<file path="src/rtl/pulse_meas_pkg.sv">
`default_nettype none
// +----------------------------------------------------------------------------+
// | pulse_meas_pkg : shared types and defaults for the pulse interval meter    |
// | Rev 1.0                                                                    |
// +----------------------------------------------------------------------------+
package pulse_meas_pkg;

    localparam int C_CNT_W   = 32;
    localparam int C_TIMEOUT = 1000;

    typedef enum logic [1:0] {
        IDLE  = 2'd0,
        ARMED = 2'd1,
        DONE  = 2'd2
    } state_t;

endpackage
`default_nettype wire

</file>
<file path="src/rtl/pulse_interval_meter_if.sv">
`default_nettype none
// +----------------------------------------------------------------------------+
// | pulse_interval_meter_if : result valid/ready channel of the interval meter |
// | Rev 1.0                                                                    |
// +----------------------------------------------------------------------------+
interface pulse_interval_meter_if
    import pulse_meas_pkg::*;
#(
    parameter int CNT_W = C_CNT_W
);
    logic             result_valid;
    logic             result_ready;
    logic [CNT_W-1:0] interval;
    logic             timeout_flag;

    modport master (
        output result_valid,
        output interval,
        output timeout_flag,
        input  result_ready
    );

    modport slave (
        input  result_valid,
        input  interval,
        input  timeout_flag,
        output result_ready
    );
endinterface
`default_nettype wire

</file>
<file path="src/rtl/interval_stats.sv">
`default_nettype none
// +----------------------------------------------------------------------------+
// | interval_stats : running min/max of accepted, non-timeout intervals        |
// | Rev 1.0                                                                    |
// +----------------------------------------------------------------------------+
module interval_stats
    import pulse_meas_pkg::*;
#(
    parameter int CNT_W = C_CNT_W
) (
    input  wire logic             clk,
    input  wire logic             reset_n,
    input  wire logic             clr,
    input  wire logic             update,
    input  wire logic [CNT_W-1:0] value,
    output logic      [CNT_W-1:0] min_interval,
    output logic      [CNT_W-1:0] max_interval
);

    logic [CNT_W-1:0] r_min;
    logic [CNT_W-1:0] r_max;

    // Clear wins over an update landing in the same cycle.
    always_ff @(posedge clk or negedge reset_n) begin
        if (!reset_n) begin
            r_min <= '1;
            r_max <= '0;
        end else if (clr) begin
            r_min <= '1;
            r_max <= '0;
        end else if (update) begin
            if (value < r_min) r_min <= value;
            if (value > r_max) r_max <= value;
        end
    end

    assign min_interval = r_min;
    assign max_interval = r_max;

endmodule
`default_nettype wire

</file>
<file path="src/rtl/pulse_interval_meter.sv">
`default_nettype none
// +----------------------------------------------------------------------------+
// | pulse_interval_meter : clk-cycle interval from start to stop pulse, with   |
// | timeout, result presented over valid/ready. Optional min/max statistics    |
// | enabled by defining PULSE_INTERVAL_STATS_EN.                               |
// | Rev 1.0                                                                    |
// +----------------------------------------------------------------------------+
module pulse_interval_meter
    import pulse_meas_pkg::*;
#(
    parameter int CNT_W   = C_CNT_W,
    parameter int TIMEOUT = C_TIMEOUT
) (
    input  wire logic        clk,
    input  wire logic        reset_n,
    input  wire logic        enable,
    input  wire logic        start_i,
    input  wire logic        stop_i,
    pulse_interval_meter_if.master res,
    output logic             busy,
    output logic [15:0]      meas_count
`ifdef PULSE_INTERVAL_STATS_EN
    ,
    input  wire logic             stats_clr,
    output logic      [CNT_W-1:0] min_interval,
    output logic      [CNT_W-1:0] max_interval
`endif
);

    localparam logic [CNT_W-1:0] C_TIMEOUT_V = CNT_W'(TIMEOUT);
    localparam logic [CNT_W-1:0] C_ONE       = CNT_W'(1);

    state_t           r_state;
    state_t           w_next_state;
    logic [CNT_W-1:0] r_cnt;
    logic [CNT_W-1:0] r_interval;
    logic             r_timeout_flag;
    logic [15:0]      r_meas_count;
    logic             w_busy;
    logic             w_valid;
    logic             w_start_ok;
    logic             w_accept;
    logic             w_timeout;

    assign w_start_ok = enable & start_i;
    assign w_accept   = (r_state == DONE) & res.result_ready;
    assign w_timeout  = (r_cnt == C_TIMEOUT_V);

    always_ff @(posedge clk or negedge reset_n) begin
        if (!reset_n) r_state <= IDLE;
        else          r_state <= w_next_state;
    end

    always_comb begin
        w_next_state = r_state;
        case (r_state)
            IDLE:    if (w_start_ok) w_next_state = stop_i ? DONE : ARMED;
            ARMED:   if (stop_i || w_timeout) w_next_state = DONE;
            DONE:    if (w_accept) w_next_state = IDLE;
            default: w_next_state = IDLE;
        endcase
    end

    always_comb begin
        w_busy  = 1'b0;
        w_valid = 1'b0;
        case (r_state)
            ARMED:   w_busy  = 1'b1;
            DONE:    w_valid = 1'b1;
            default: ;
        endcase
    end

    // cnt holds (current cycle - start cycle); it stops at TIMEOUT so never wraps.
    always_ff @(posedge clk or negedge reset_n) begin
        if (!reset_n) begin
            r_cnt          <= '0;
            r_interval     <= '0;
            r_timeout_flag <= 1'b0;
            r_meas_count   <= '0;
        end else begin
            case (r_state)
                IDLE: begin
                    if (w_start_ok) begin
                        r_cnt <= C_ONE;
                        if (stop_i) begin
                            r_interval     <= '0;
                            r_timeout_flag <= 1'b0;
                        end
                    end
                end
                ARMED: begin
                    if (stop_i) begin
                        r_interval     <= r_cnt;
                        r_timeout_flag <= 1'b0;
                    end else if (w_timeout) begin
                        r_interval     <= C_TIMEOUT_V;
                        r_timeout_flag <= 1'b1;
                    end else if (start_i) begin
                        r_cnt <= C_ONE;
                    end else begin
                        r_cnt <= r_cnt + C_ONE;
                    end
                end
                DONE: begin
                    if (w_accept) r_meas_count <= r_meas_count + 16'd1;
                end
                default: ;
            endcase
        end
    end

    assign res.result_valid = w_valid;
    assign res.interval     = r_interval;
    assign res.timeout_flag = r_timeout_flag;
    assign busy             = w_busy;
    assign meas_count       = r_meas_count;

`ifdef PULSE_INTERVAL_STATS_EN
    logic w_stats_update;
    assign w_stats_update = w_accept & ~r_timeout_flag;

    interval_stats #(
        .CNT_W (CNT_W)
    ) u_stats (
        .clk          (clk),
        .reset_n      (reset_n),
        .clr          (stats_clr),
        .update       (w_stats_update),
        .value        (r_interval),
        .min_interval (min_interval),
        .max_interval (max_interval)
    );
`endif

endmodule
`default_nettype wire
</file>
<file path="src/flat_wrapper.sv">
// flat-port wrapper written by rule: the top's interface ports become plain ports
module pulse_interval_meter_flat import pulse_meas_pkg::*;
#(
    parameter int CNT_W   = C_CNT_W,
    parameter int TIMEOUT = C_TIMEOUT
)
  (clk, reset_n, enable, start_i, stop_i, busy, meas_count, res_result_valid, res_interval, res_timeout_flag, res_result_ready);
  pulse_interval_meter_if #(.CNT_W(CNT_W)) res_i ();
  input  wire logic clk;
  input  wire logic reset_n;
  input  wire logic enable;
  input  wire logic start_i;
  input  wire logic stop_i;
  output logic busy;
  output logic [15:0] meas_count;
  output wire logic [$bits(res_i.result_valid)-1:0] res_result_valid;
  output wire logic [$bits(res_i.interval)-1:0] res_interval;
  output wire logic [$bits(res_i.timeout_flag)-1:0] res_timeout_flag;
  input wire logic [$bits(res_i.result_ready)-1:0] res_result_ready;
  assign res_result_valid = res_i.result_valid;
  assign res_interval = res_i.interval;
  assign res_timeout_flag = res_i.timeout_flag;
  assign res_i.result_ready = res_result_ready;
  pulse_interval_meter #(.CNT_W(CNT_W), .TIMEOUT(TIMEOUT)) u_core (.clk(clk), .reset_n(reset_n), .enable(enable), .start_i(start_i), .stop_i(stop_i), .res(res_i), .busy(busy), .meas_count(meas_count));
endmodule
</file>
<file path="config.mk">
export PLATFORM = sky130hd
export DESIGN_NAME = pulse_interval_meter_flat
export DESIGN_NICKNAME = d
export VERILOG_FILES = /design/src/rtl/pulse_meas_pkg.sv /design/src/rtl/pulse_interval_meter_if.sv /design/src/rtl/interval_stats.sv /design/src/rtl/pulse_interval_meter.sv /design/src/flat_wrapper.sv
export SDC_FILE = /design/constraint.sdc
export NUM_CORES = 1
export LEC_CHECK = 0
export ABC_AREA = 1
export CAP_MARGIN = 0
export CORE_MARGIN = 5
export CORE_UTILIZATION = 50
export CTS_BUF_LIST = sky130_fd_sc_hd__clkbuf_2 sky130_fd_sc_hd__clkbuf_4 sky130_fd_sc_hd__clkbuf_8
export CTS_CLUSTER_DIAMETER = 50
export DETAILED_ROUTE_END_ITERATION = 8
export HOLD_SLACK_MARGIN = 0.06
export PLACE_DENSITY = 0.73
export SLEW_MARGIN = 20
export SYNTH_ARGS = -nofsm -noshare
export SYNTH_HDL_FRONTEND = slang
export SYNTH_HIERARCHICAL = 1
export SYNTH_SLANG_ARGS = --single-unit
</file>
<file path="constraint.sdc">
create_clock -name clk -period 2.2 [get_ports clk]
set_input_delay 0.44 -clock clk [delete_from_list [all_inputs] [get_ports clk]]
set_output_delay 0.44 -clock clk [all_outputs]
set_load 0.01 [all_outputs]
</file>
==> flow_summary.yaml <==
setup_path:
  slowest_delay_ps: 540
  worstRegToRegCells: 10
  path_buf_inv: 3
  crit_path_end: "busy"
  critPathLaunchType: "flip-flop"
  cp_slowest_cell: "clkdlybuf4s50_1"
  crit_arrival_ps: 1610
  r2r_slack_ps: 190
  r2r-end: "u_core/res.interval[6]"
  cp_max_fo: 5
  path_delay_family: "buffers and inverters"
  cp-end-kind: "output port"
  crit_chain: "inv_2, nand2_2, clkinv_4, clkdlybuf4s50_1"
  path_depth: 4
  path_class: "reg -> out"
  worstPathRequired_ps: 1760
  startpoint: "u_core/r_state[1]"
  reg2reg_from: "u_core/r_cnt[29]"
final_layout:
  utilization_pct: 62.2
  n_antenna_cell: 0
  final_area_um2: 5480
  final_cells: 761
  layout-drive-gt1-share_pct: 11.3
  nets: 657
  area_growth_pct: 20.3
  fillers: 774
die:
  num_io_pins: 57
  die_area_um2: 11100
  core-area_um2: 8810
  rows: 34
  floorplan.initialDensity_pct: 51.7
  dieWidth_um: 105
  die_h_um: 105
placed_design:
  port_buffers: 56
  dp_cells: 743
  place_area_um2: 5200
  dp_slack_ps: 95.9
  globalplace.congestion: 0.889
  hpwlAfterDp_mm: 7.99
timing:
  fin_ws_ps: 151
  holdWs_ps: 476
  final-max-slew-violation-count: 0
  fin_crit_sh_pct: 93.1
  fmax_mhz: 488
  rsz0062_at_grt: "false"
  maxSlewHeadroom_pct: 68.8
  skew_ps: 11.6
  period_needed_ps: 2050
  setup_viol: 0
  worst_pin_slew_ps: 468
  fin_setup_tns_ps: 0
  final_hold_viol_count: 0
clock_tree:
  htree_num_levels: 3
  clock_latency_ps: 360
  cts.clk_slew.worst_paths_ps: 90
  cts_sinks: 83
  root_buffer: "clkbuf_8"
  cts-buffers-inserted: 9
  clock_path_buffers: 2
  cts_tree: "done"
grt:
  grt_usage_pct: 20.0
  grt_pass1_vias: 3726
  grt_pass1_wl_mm: 18.2
  grt_max_degree: 48
  grt-ovfl-total: 0
  antenna_found_initial: 0
routing:
  drt-pass1-iter-count: 6
  wl_mm: 10.8
  ant_nets: 0
  drt-vias-per-instance: 5.19
  wire_per_inst_um: 14.2
  dr.first_iter.drc_count: 250
  post-route-drc-count: 0
  via_count: 3953
logic_synthesis:
  synth.largest_area_cell: "dfrtp_1"
  syn_area_um2: 4550
  synth_seq_cells: 83
  synth_top_area_share_pct: 45.6
  synthCells: 583
  ys_types: 31
  synth_fp_nets: 592
  post_synth.cell_area_avg_um2: 7.81
  ys_seq_area_share_pct: 45.6
  yosys-top-cells-area: "dfrtp_1 (46%), nand2_1 (17%), o21ai_2 (5.4%)"
  yosys_warnings: 6
power:
  total_power_mw: 3.62
  peakVddDrop_mv: 0.382
  powerDensity_nw_per_um2: 661
  p_leak_nw: 2.43
worst_hold_path:
  hold_class: "reg -> reg"
run_status:
  outcome: "completed"
job:
  maxCapViolations: 0
-- timing repair --
action                                  4_1_cts  5_1_grt
gates resized for setup                       1        2
endpoints found under the setup margin        1       32
cloned                                        0        0
hold buffers                                  1        0
hold endpoints to repair                     15        0
buffers inserted                              0        1
-- worst min-delay path by stage --
stage / slack [ps] / cells after the start / end / start
after global placement: 330 / 1 / u_core/res.timeout_flag / reset_n
after CTS: 490 / 2 / u_core/res.interval[5] / reset_n
after detailed placement: 330 / 1 / u_core/res.timeout_flag / reset_n
after global routing: 500 / 2 / u_core/res.interval[5] / reset_n
after floorplan: 140 / 0 / u_core/meas_count[0] / reset_n
final: 480 / 1 / u_core/meas_count[15] / u_core/meas_count[15]
-- worst reg2reg max path: cells and delay by family (launching register included) --
kind | cells | cell delay [ps]
DFF | 1 | 430
AOI/OAI and AO/OA | 1 | 60
and+or+nand+nor | 8 | 1280
buffers and inverters | 1 | 120
-- synthesized netlist by cell type (all sizes together) --
master  instances
clkbuf          3
o41ai           1
nor2           68
a31oi           1
and2            1
buf             9
nor3            3
nand4          15
o21ai          66
ha              3
and3            1
inv            60
nand2         217
xnor2           6
or2             2
dfrtp          83
a21oi           1
xor2           17
nand3          26
-- cell type report --
| class | count | area, um^2 | area share [%] |
|---|---|---|---|
| Tap cell | 108 | 135 | 2.47 |
| Clock inverter | 7 | 124 | 2.26 |
| Sequential cell | 83 | 2080 | 37.9 |
| Clock buffer | 9 | 124 | 2.26 |
| Inverter | 60 | 230 | 4.20 |
| Multi-Input combinational cell | 428 | 2140 | 39.0 |
| Timing Repair Buffer | 66 | 648 | 11.8 |
-- sequential cells by signal (all words and copies together), names as in the netlist --
register                 count
u_core/r_state               2
u_core/res.timeout_flag      1
u_core/meas_count           16
u_core/r_cnt                32
u_core/res.interval         32
-- per-layer routing --
layer	track usage, %	routed length [um]	vias to the layer above	share of wire [%]
met5	0	0	-	0
met4	6.47	171	0	1.6
met3	3.00	451	14	4.2
met2	31.9	5010	95	46
met1	28.2	5180	1874	48
li1	-	-	1970	-
-- cell families after synthesis --
group	Yosys count	share of synthesized area [%]
AND/OR/NAND/NOR	333	31.4
flip-flops	83	45.6
buffers and inverters	72	7.64
AO/OA/AOI/OAI	69	10.1
XOR/XNOR	23	4.42
adder cells (fa/ha/maj)	3	0.824
-- power breakdown --
part	switching (mW)	total, mW	internal (mW)
Sequential	0.0737	1.67	1.60
Combinational	0.343	0.570	0.228
Clock	0.611	1.38	0.764
Total	1.03	3.62	2.59
-- placed cells by master, fill, tap and decap left out, types with 3 or more instances in the layout --
cell type / count
nor2_1: 61
xor2_1: 17
nor3_1: 3
nand2_1: 212
nor2_4: 3
xnor2_1: 6
o21ai_2: 28
nand4_1: 15
dfrtp_1: 83
bufinv_16: 3
clkdlybuf4s50_1: 55
nor2_2: 4
nand2_2: 3
buf_4: 9
clkbuf_8: 9
ha_1: 3
inv_1: 58
nand3_1: 23
o21ai_0: 33
o21ai_1: 5
Note: power is estimated with default switching activity, not from simulation.
